--- config.mk ---
export PLATFORM = sky130hd
export DESIGN_NAME = rsqrt_arbiter_flat
export DESIGN_NICKNAME = d
export VERILOG_FILES = /design/src/rtl/rsqrt_arbiter_if.sv /design/src/rtl/rsqrt_arbiter.sv /design/src/flat_wrapper.sv
export SDC_FILE = /design/constraint.sdc
export NUM_CORES = 1
export LEC_CHECK = 0
export CAP_MARGIN = 20
export CORE_AREA = 2 2 183 185
export DETAILED_ROUTE_END_ITERATION = 6
export DIE_AREA = 0 0 185 187
export HOLD_SLACK_MARGIN = 0.06
export SLEW_MARGIN = 25
export SYNTH_ARGS = -nofsm -noshare
export SYNTH_HDL_FRONTEND = slang
export SYNTH_SLANG_ARGS = --single-unit
export TNS_END_PERCENT = 50
--- constraint.sdc ---
create_clock -name clk -period 3.7 [get_ports clk]
set_input_delay 0.74 -clock clk [delete_from_list [all_inputs] [get_ports clk]]
set_output_delay 0.74 -clock clk [all_outputs]
set_load 0.01 [all_outputs]
--- src/rtl/rsqrt_arbiter_if.sv ---
// Request, response and core-side signals of the shared rsqrt/sqrt arbiter.
// The slave view belongs to the arbiter; the master view to its environment.
interface rsqrt_arbiter_if #(
    parameter int unsigned N_REQ = 4,
    parameter int unsigned ID_W  = $clog2(N_REQ)
);
    logic [N_REQ-1:0]    req_valid;
    logic [N_REQ-1:0]    req_ready;
    logic [N_REQ*32-1:0] req_in;
    logic [N_REQ*32-1:0] req_est;

    logic                rsp_valid;
    logic                rsp_ready;
    logic [ID_W-1:0]     rsp_id;
    logic [1:0]          rsp_status;
    logic [31:0]         rsp_rsqrt;
    logic [31:0]         rsp_sqrt;

    logic                core_start;
    logic [31:0]         core_in;
    logic [31:0]         core_est;
    logic                core_valid;
    logic [31:0]         core_rsqrt;
    logic [31:0]         core_sqrt;

    modport slave (
        input  req_valid, req_in, req_est, rsp_ready, core_valid, core_rsqrt, core_sqrt,
        output req_ready, rsp_valid, rsp_id, rsp_status, rsp_rsqrt, rsp_sqrt,
        output core_start, core_in, core_est
    );

    modport master (
        output req_valid, req_in, req_est, rsp_ready, core_valid, core_rsqrt, core_sqrt,
        input  req_ready, rsp_valid, rsp_id, rsp_status, rsp_rsqrt, rsp_sqrt,
        input  core_start, core_in, core_est
    );
endinterface

--- src/rtl/rsqrt_arbiter.sv ---
// Round-robin arbiter sharing one Goldschmidt rsqrt/sqrt core among N_REQ requesters,
// with non-positive operand screening and a watchdog on the core handshake.
module rsqrt_arbiter #(
    parameter int unsigned N_REQ   = 4,
    parameter int unsigned TIMEOUT = 64,
    parameter int unsigned ID_W    = $clog2(N_REQ)
) (
    input  logic           clk,
    input  logic           resetn,
    rsqrt_arbiter_if.slave bus
);
    localparam int unsigned TimerW = $clog2(TIMEOUT);

    typedef enum logic [1:0] {StIdle, StIssue, StWait, StResp} state_e;

    state_e            state_q, state_d;
    logic [ID_W-1:0]   ptr_q, ptr_d;
    logic [TimerW-1:0] timer_q, timer_d, timer_inc;
    logic              core_start_q, core_start_d;
    logic [31:0]       core_in_q, core_in_d;
    logic [31:0]       core_est_q, core_est_d;
    logic              rsp_valid_q, rsp_valid_d;
    logic [ID_W-1:0]   rsp_id_q, rsp_id_d;
    logic [1:0]        rsp_status_q, rsp_status_d;
    logic [31:0]       rsp_rsqrt_q, rsp_rsqrt_d;
    logic [31:0]       rsp_sqrt_q, rsp_sqrt_d;

    logic              gnt_found;
    logic [ID_W-1:0]   gnt_idx;
    logic [ID_W-1:0]   cand;
    int unsigned       scan;
    logic [31:0]       sel_in, sel_est;

    assign timer_inc = timer_q + TimerW'(1);
    assign sel_in    = bus.req_in[{gnt_idx, 5'b0} +: 32];
    assign sel_est   = bus.req_est[{gnt_idx, 5'b0} +: 32];

    // First requesting slot after the last grant, wrapping modulo N_REQ.
    always_comb begin
        gnt_found = 1'b0;
        gnt_idx   = '0;
        cand      = '0;
        scan      = 0;
        for (int unsigned k = 0; k < N_REQ; k++) begin
            scan = (32'(ptr_q) + 32'd1 + k) % N_REQ;
            cand = ID_W'(scan);
            if (!gnt_found && bus.req_valid[cand]) begin
                gnt_found = 1'b1;
                gnt_idx   = cand;
            end
        end
    end

    always_comb begin
        bus.req_ready = '0;
        if (state_q == StIdle && gnt_found) begin
            bus.req_ready[gnt_idx] = 1'b1;
        end
    end

    always_comb begin
        state_d      = state_q;
        ptr_d        = ptr_q;
        timer_d      = timer_q;
        core_start_d = 1'b0;
        core_in_d    = core_in_q;
        core_est_d   = core_est_q;
        rsp_valid_d  = rsp_valid_q;
        rsp_id_d     = rsp_id_q;
        rsp_status_d = rsp_status_q;
        rsp_rsqrt_d  = rsp_rsqrt_q;
        rsp_sqrt_d   = rsp_sqrt_q;

        case (state_q)
            StIdle: begin
                if (gnt_found) begin
                    ptr_d    = gnt_idx;
                    rsp_id_d = gnt_idx;
                    if ($signed(sel_in) <= 0) begin
                        rsp_status_d = 2'b01;
                        rsp_rsqrt_d  = 32'h7FFF_FFFF;
                        rsp_sqrt_d   = '0;
                        rsp_valid_d  = 1'b1;
                        state_d      = StResp;
                    end else begin
                        core_in_d    = sel_in;
                        core_est_d   = sel_est;
                        core_start_d = 1'b1;
                        state_d      = StIssue;
                    end
                end
            end
            StIssue: begin
                timer_d = '0;
                state_d = StWait;
            end
            StWait: begin
                // A completion arriving on the watchdog's last cycle still counts.
                if (bus.core_valid) begin
                    rsp_status_d = 2'b00;
                    rsp_rsqrt_d  = bus.core_rsqrt;
                    rsp_sqrt_d   = bus.core_sqrt;
                    rsp_valid_d  = 1'b1;
                    core_in_d    = '0;
                    core_est_d   = '0;
                    state_d      = StResp;
                end else if (timer_inc == TimerW'(TIMEOUT - 1)) begin
                    rsp_status_d = 2'b10;
                    rsp_rsqrt_d  = '0;
                    rsp_sqrt_d   = '0;
                    rsp_valid_d  = 1'b1;
                    core_in_d    = '0;
                    core_est_d   = '0;
                    state_d      = StResp;
                end else begin
                    timer_d = timer_inc;
                end
            end
            StResp: begin
                if (bus.rsp_ready) begin
                    rsp_valid_d = 1'b0;
                    state_d     = StIdle;
                end
            end
            default: state_d = StIdle;
        endcase
    end

    always_ff @(posedge clk or negedge resetn) begin
        if (!resetn) begin
            state_q      <= StIdle;
            ptr_q        <= ID_W'(N_REQ - 1);
            timer_q      <= '0;
            core_start_q <= 1'b0;
            core_in_q    <= '0;
            core_est_q   <= '0;
            rsp_valid_q  <= 1'b0;
            rsp_id_q     <= '0;
            rsp_status_q <= '0;
            rsp_rsqrt_q  <= '0;
            rsp_sqrt_q   <= '0;
        end else begin
            state_q      <= state_d;
            ptr_q        <= ptr_d;
            timer_q      <= timer_d;
            core_start_q <= core_start_d;
            core_in_q    <= core_in_d;
            core_est_q   <= core_est_d;
            rsp_valid_q  <= rsp_valid_d;
            rsp_id_q     <= rsp_id_d;
            rsp_status_q <= rsp_status_d;
            rsp_rsqrt_q  <= rsp_rsqrt_d;
            rsp_sqrt_q   <= rsp_sqrt_d;
        end
    end

    assign bus.core_start = core_start_q;
    assign bus.core_in    = core_in_q;
    assign bus.core_est   = core_est_q;
    assign bus.rsp_valid  = rsp_valid_q;
    assign bus.rsp_id     = rsp_id_q;
    assign bus.rsp_status = rsp_status_q;
    assign bus.rsp_rsqrt  = rsp_rsqrt_q;
    assign bus.rsp_sqrt   = rsp_sqrt_q;
endmodule

--- src/flat_wrapper.sv ---
// flat-port wrapper written by rule: the top's interface ports become plain ports
module rsqrt_arbiter_flat 
#(
    parameter int unsigned N_REQ   = 4,
    parameter int unsigned TIMEOUT = 64,
    parameter int unsigned ID_W    = $clog2(N_REQ)
)
  (clk, resetn, bus_req_valid, bus_req_in, bus_req_est, bus_rsp_ready, bus_core_valid, bus_core_rsqrt, bus_core_sqrt, bus_req_ready, bus_rsp_valid, bus_rsp_id, bus_rsp_status, bus_rsp_rsqrt, bus_rsp_sqrt, bus_core_start, bus_core_in, bus_core_est);
  rsqrt_arbiter_if #(.N_REQ(N_REQ), .ID_W(ID_W)) bus_i ();
  input  logic clk;
  input  logic resetn;
  input wire logic [$bits(bus_i.req_valid)-1:0] bus_req_valid;
  input wire logic [$bits(bus_i.req_in)-1:0] bus_req_in;
  input wire logic [$bits(bus_i.req_est)-1:0] bus_req_est;
  input wire logic [$bits(bus_i.rsp_ready)-1:0] bus_rsp_ready;
  input wire logic [$bits(bus_i.core_valid)-1:0] bus_core_valid;
  input wire logic [$bits(bus_i.core_rsqrt)-1:0] bus_core_rsqrt;
  input wire logic [$bits(bus_i.core_sqrt)-1:0] bus_core_sqrt;
  output wire logic [$bits(bus_i.req_ready)-1:0] bus_req_ready;
  output wire logic [$bits(bus_i.rsp_valid)-1:0] bus_rsp_valid;
  output wire logic [$bits(bus_i.rsp_id)-1:0] bus_rsp_id;
  output wire logic [$bits(bus_i.rsp_status)-1:0] bus_rsp_status;
  output wire logic [$bits(bus_i.rsp_rsqrt)-1:0] bus_rsp_rsqrt;
  output wire logic [$bits(bus_i.rsp_sqrt)-1:0] bus_rsp_sqrt;
  output wire logic [$bits(bus_i.core_start)-1:0] bus_core_start;
  output wire logic [$bits(bus_i.core_in)-1:0] bus_core_in;
  output wire logic [$bits(bus_i.core_est)-1:0] bus_core_est;
  assign bus_i.req_valid = bus_req_valid;
  assign bus_i.req_in = bus_req_in;
  assign bus_i.req_est = bus_req_est;
  assign bus_i.rsp_ready = bus_rsp_ready;
  assign bus_i.core_valid = bus_core_valid;
  assign bus_i.core_rsqrt = bus_core_rsqrt;
  assign bus_i.core_sqrt = bus_core_sqrt;
  assign bus_req_ready = bus_i.req_ready;
  assign bus_rsp_valid = bus_i.rsp_valid;
  assign bus_rsp_id = bus_i.rsp_id;
  assign bus_rsp_status = bus_i.rsp_status;
  assign bus_rsp_rsqrt = bus_i.rsp_rsqrt;
  assign bus_rsp_sqrt = bus_i.rsp_sqrt;
  assign bus_core_start = bus_i.core_start;
  assign bus_core_in = bus_i.core_in;
  assign bus_core_est = bus_i.core_est;
  rsqrt_arbiter #(.N_REQ(N_REQ), .TIMEOUT(TIMEOUT), .ID_W(ID_W)) u_core (.clk(clk), .resetn(resetn), .bus(bus_i));
endmodule
==> summary.md <==
| Metric | Value |
|---|---|
| Pre-CTS WS | -0.623 ns |
| Hold WC Path Type | primary input to asynchronous set/reset pin |
| DRT iter0 DRCs | just over 300 |
| Via count | 8757 |
| Synth Cell Area | 0.00831 sq mm |
| Vias in the first global route | ~9200 |
| Synth area leader | dfrtp_1 |
| Number of I/O pins | 466 |
| Max-Cap Viols | 0 |
| Cell count after synthesis | 796 |
| CTS buffer count | 17 |
| Largest cells by area after synthesis | dfrtp_1 (43%), mux4_2 (8.7%), a32o_1 (7.6%) |
| Final ANT Viol Nets | 0 |
| Drt pass-1 iters | 4 |
| Crit start category | primary input |
| Post-synth ARST share | 100% |
| Critical path class | primary input to flop |
| Area delta synth->final | 81.0% |
| Crit path DAT | 3.90 ns |
| Cell row count | 67 |
| Skew final | 0.0232 ns |
| Worst vdd ir | 375 uV |
| Bufs on Longest Clock Path | 2 |
| Primary FF master, synth | dfrtp_1 |
| R2R Setup Slk | approximately 0.32 ns |
| Syn Nets | approximately 1100 |
| Worst Setup End Kind | flop |
| Number of synthesized flops with an enable pin | 0 |
| RD Place Congestion | between 0.8 and 0.9 |
| Dpl hpwl | between 20 and 30 mm |
| Fin crit period | between 3 and 4 ns |
| Die Ht | 187 microns |
| DR DRC count | 0 |
| Crit path from | bus_req_valid[2] |
| Clock root buffer master | clkbuf_16 |
| Crit path max fanout | 64 |
| Synthesis Warnings | 0 |
| Die W | 185 microns |
| Relative slew slack | between 50% and 60% |
| Top cell type's share of synthesized area | between 40% and 50% |
| Hold slack | 0.323 ns |
| CP cell instances | clkdlybuf4s50_1, nor2_1, a21oi_4, buf_12, and3_1, a211oi_4, o22a_1, nand4_1, or4_4, and3_4, buf_12, a32o_1 |
| CTS Sinks | approximately 140 |
| Fill count | about 3100 |
| Final period utilization | between 90 and 100% |
| Die area | ~0.035 sq mm |
| Fin worst setup slack | ~0.1 ns |
| Max stage delay cell, worst path | or4_4 |
| Final setup fails | 0 |
| Sequential area share after synthesis | between 40% and 50% |
| Maximum number of pins on one net before global-route repair | between 60 and 70 |
| Pins Over Slew Limit | 0 |
| IO buf count | 465 |
| CTS H-tree lvls | 4 |
| Max Freq | approximately 280 MHz |
| Leak | about 6.1 nW |
| Total Power | 0.0113 W |
| Starting Density | between 20% and 30% |
| Cell mode on critical path | buf_12 |
| Final hold viol count | 0 |
| Core area | ~0.033 sq mm |
| Final Core Density | between 40% and 50% |
| Post-Route WL | 35.6 mm |
| Data required, critical path | roughly 4 ns |
| Slowest stage delay, CP | between 0.6 and 0.7 ns |
| Initial antenna violation count | 2 |
| Total GRT Usage | 19.7% |
| Pwr Density | ~750 mW/mm^2 |
| Worst-path clk slew | about 0.08 ns |
| Vias/cell | 4.99 |
| Total grt overflow | 0 |
| Status | complete, no violations |
| #FFs+latches synth | 144 |
| Setup TNS | 0 ns |
| RSZ-0062 raised after global routing | no |
| Reg2reg start | u_core.ptr_q[1]$_DFFE_PN1P_ |
| Routed WL per cell | a little over 20 microns |
| Skew-Pair Late Insertion Delay | 0.43 ns |
| Least-Margin Pin Slew | roughly 0.68 ns |
| Synth unique cells | 48 |
| Share of layout cells above drive strength 1 | between 10% and 20% |
| Commonest cells in the netlist | dfrtp_1 (142), and3_1 (66), a32o_1 (63) |
| Most frequent cell after synthesis | dfrtp_1 |
| Global-route wire length before repair | between 50 and 60 mm |
| Mean Syn Cell Area | approximately 10 sq um |
| TritonCTS clock tree | done |
| Final net count | 1625 |
==> power by group <==
group	leakage (nW)	internal, W	switching [W]
logic	4.01	0.00359	0.00338
clock network	0.291	0.000965	0.000811
registers	1.83	0.00220	0.000347
==> cell families (layout without fill, tap and decap cells) <==
group	Yosys count	count (layout)	synth area share [%]
AND/OR/NAND/NOR	239	239	15.3
AO/OA/AOI/OAI	233	234	23.0
flip-flops	144	144	43.4
buffers and inverters	132	639	7.57
multiplexers	38	38	9.45
adder cells (fa/ha/maj)	6	6	0.903
XOR/XNOR	4	4	0.422
other	0	3	0
==> worst max-delay path, delay by kind of cell <==
kind / cells / cell delay (ns)
buffers and inverters: 3 / 0.84
AO/OA/AOI/OAI: 4 / 0.77
AND/OR/NAND/NOR: 5 / 1.49
==> area by class of cell <==
| class | instances | area, sq um | share of cell area [%] |
|---|---|---|---|
| clock buffers | 17 | 425 | 2.83 |
| inverters | 38 | 143 | 0.948 |
| well taps | 448 | 561 | 3.73 |
| multi-input cells | 521 | 4470 | 29.7 |
| diodes | 3 | 7.51 | 0.0499 |
| flip-flops and latches | 144 | 3610 | 24.0 |
| clock inverters | 15 | 168 | 1.11 |
| repair buffers | 569 | 5660 | 37.7 |
==> cells in the final DEF, fill, tap and decap left out, types with 37 or more instances in the layout <==
master	netlist	final
nand4_1	38	38
nand3_1	40	40
clkdlybuf4s50_1	0	457
dfrtp_1	142	142
inv_1	38	38
nand2_1	37	37
o22a_1	47	46
buf_4	2	85
a32o_1	63	63
and3_1	66	65
==> stage by stage <==
step                instances  area [sq um]
finish                   1755         15000
global route             1753         15000
CTS                      1750         14700
detailed placement       1717         14100
global placement         1717         14100
floorplan                 796          8310
==> registers in the layout (all words and copies together), names as in the netlist <==
name / flops
u_core.bus.core_est: 32
u_core.bus.rsp_rsqrt: 32
u_core.ptr_q: 2
u_core.timer_q: 6
u_core.state_q: 2
u_core.bus.rsp_status: 2
u_core.bus.rsp_sqrt: 32
u_core.bus.rsp_valid: 1
u_core.bus.core_in: 32
u_core.bus.rsp_id: 2
u_core.bus.core_start: 1
==> routing by layer <==
| layer | vias to the layer above | GRT usage, % | share of wire, % |
|---|---|---|---|
| met3 | 24 | 6.25 | 8.7 |
| met1 | 4302 | 22.7 | 40 |
| met2 | 345 | 34.6 | 50 |
| li1 | 4086 | - | - |
| met5 | - | 0 | 0 |
| met4 | 0 | 5.77 | 1.7 |
==> worst paths after layout <==
kind | cells past startpoint | endpoint
hold reg to reg | 1 | u_core.bus.rsp_id[1]$_DFFE_PN0P_
max in group asynchronous | 2 | u_core.bus.core_est[24]$_DFFE_PN0P_
min in group clk | 1 | u_core.bus.rsp_id[1]$_DFFE_PN0P_
hold / removal | 1 | u_core.bus.rsp_rsqrt[30]$_DFFE_PN0P_
setup reg to reg | 11 | u_core.bus.core_est[1]$_DFFE_PN0P_
setup / recovery | 12 | u_core.bus.core_est[1]$_DFFE_PN0P_
==> what timing repair did <==
action	in CTS	in global routing
endpoints found under the hold margin	0	0
resized for setup	20	49
endpoints found under the setup margin	137	135
pin swaps	1	3
buffers inserted	0	1
gates cloned	1	1
hold buffers	0	0
No activity file was read; power rests on OpenSTA's default activity.
==> variant (config.mk and constraints unchanged) <==
`TIMEOUT` is set to 64 in 2 places; all go to 128.
--- a/src/rtl/rsqrt_arbiter.sv
+++ b/src/rtl/rsqrt_arbiter.sv
@@ -2,7 +2,7 @@
 // with non-positive operand screening and a watchdog on the core handshake.
 module rsqrt_arbiter #(
     parameter int unsigned N_REQ   = 4,
-    parameter int unsigned TIMEOUT = 64,
+    parameter int unsigned TIMEOUT = 128,
     parameter int unsigned ID_W    = $clog2(N_REQ)
 ) (
     input  logic           clk,
--- a/src/flat_wrapper.sv
+++ b/src/flat_wrapper.sv
@@ -2,7 +2,7 @@
 module rsqrt_arbiter_flat 
 #(
     parameter int unsigned N_REQ   = 4,
-    parameter int unsigned TIMEOUT = 64,
+    parameter int unsigned TIMEOUT = 128,
     parameter int unsigned ID_W    = $clog2(N_REQ)
 )
   (clk, resetn, bus_req_valid, bus_req_in, bus_req_est, bus_rsp_ready, bus_core_valid, bus_core_rsqrt, bus_core_sqrt, bus_req_ready, bus_rsp_valid, bus_rsp_id, bus_rsp_status, bus_rsp_rsqrt, bus_rsp_sqrt, bus_core_start, bus_core_in, bus_core_est);
Function: not settled (the Yosys comparison gave no result); the edit may change what the design does.
==> variant against the original RTL <==
The flow now finishes with violations (setup timing). Clock power grew 9%. Sequential share of layout area shrank 0.97 points. Global-route usage grew 0.26 points. Die area is the same. Sequential cell count grew 1. Register-to-register slack lost 0.59 ns. Power grew 5.5%. Routed wire length grew 4.0%. Synthesized area shrank 1.4%. Sequential power shrank 5%. Worst setup slack lost 0.39 ns. Hold slack lost 0.012 ns. Via count grew 4.0%. Design area grew 4.9%. Largest cell class unchanged.
==> variant: results (changes against the original RTL) <==
| Metric | Value |
|---|---|
| Status | complete, but fails checks |
| Violations in the final reports | setup timing |
| Xor-xnor portion of the synthesized cell area | 0.00428 (+0.0000612) |
| Final WS setup | -0.288 ns (-0.386 ns) |
| Number of global-route vias before repair | 9379 (+2.2%) |
| Area of placed instances | 14100 um2 (+0.63%) |
| Total Negative Setup Slacks | -30.80 ns (-30.80 ns) |
| Post-synthesis adder-cell area fraction | 0.00916 (+0.000131) |
| Detailed Route Iter0 Violations | 437 (+41%) |
| Final count of negative-setup-slack endpoints | 134 (+134) |
| Clock skew after layout | 0.0183 ns (-0.00487 ns) |
| Psw | 4650 uW (+2.6%) |
| Longest individual stage delay on the worst path | 0.56 ns (-0.06 ns) |
| Sequential cell area fraction in the yosys report | 0.443 (+0.00935) |
| Worst reg2reg path depth | 15 (+4) |
| Post-detailed-route via-to-cell ratio | 4.88 (-2.2%) |
| Average size of a mapped cell | 9.12 um2 (-13%) |
| Switching Fraction | 0.391 (-0.0109) |
| Static Leak | 0.00674 uW (+10%) |
| Endpoint of the worst-slack reg-to-reg timing path | u_core.bus.core_in[8]$_DFFE_PN0P_ |
| Worst hold slack across all endpoints | 0.311 ns (-0.0119 ns) |
| R2R setup slack | -0.27 ns (-0.59 ns) |
| Portion of total power attributed to combinational logic | 0.635 (+0.018) |
| Peak ir drop on the vdd network | 442 uV (+18%) |
| Wire length of the first global-routing pass | 53300 um (+1.0%) |
| Startpoint of the most critical setup path | bus_req_valid[3] |
| HPWL after detailed placement | 26300 um (about the same) |
| Post-detailed-route wirelength per cell | 19.8 um (-2.2%) |
| Compound-Gate Fraction of Synth Area | 0.234 (+0.00471) |
| Wire length on met2 | 18800 um (+5.3%) |
| Largest net degree at the start of global routing | 67 (-1.5%) |
## variant: cell count changes in the layout (fill, tap and decap cells not counted), moves of 33 or more
cell,change
a22o_1,+96
nand3_1,-33
o22a_1,-46
nand2_1,+159
nand4_1,-38
a32o_1,-63
a221oi_2,+41
## variant: layout make-up
class | count | area (um2) | share of cell area
Sequential cell | 145 | 3630 | 0.230
Clock buffer | 18 | 439 | 0.0278
Multi-Input combinational cell | 654 | 4880 | 0.309
Antenna cell | 2 | 5.00 | 0.000317
Clock inverter | 14 | 214 | 0.0136
Inverter | 8 | 30.0 | 0.00190
Timing Repair Buffer | 577 | 6030 | 0.382
Tap cell | 448 | 561 | 0.0355
## variant: repair_timing
| item | 4_1_cts | 5_1_grt |
|---|---|---|
| cloned | 3 | 16 |
| setup endpoints to repair | 137 | 137 |
| gates resized for setup | 36 | 55 |
| pin swaps | 1 | 66 |
| setup buffers | 3 | 6 |
| endpoints found under the hold margin | 0 | 0 |
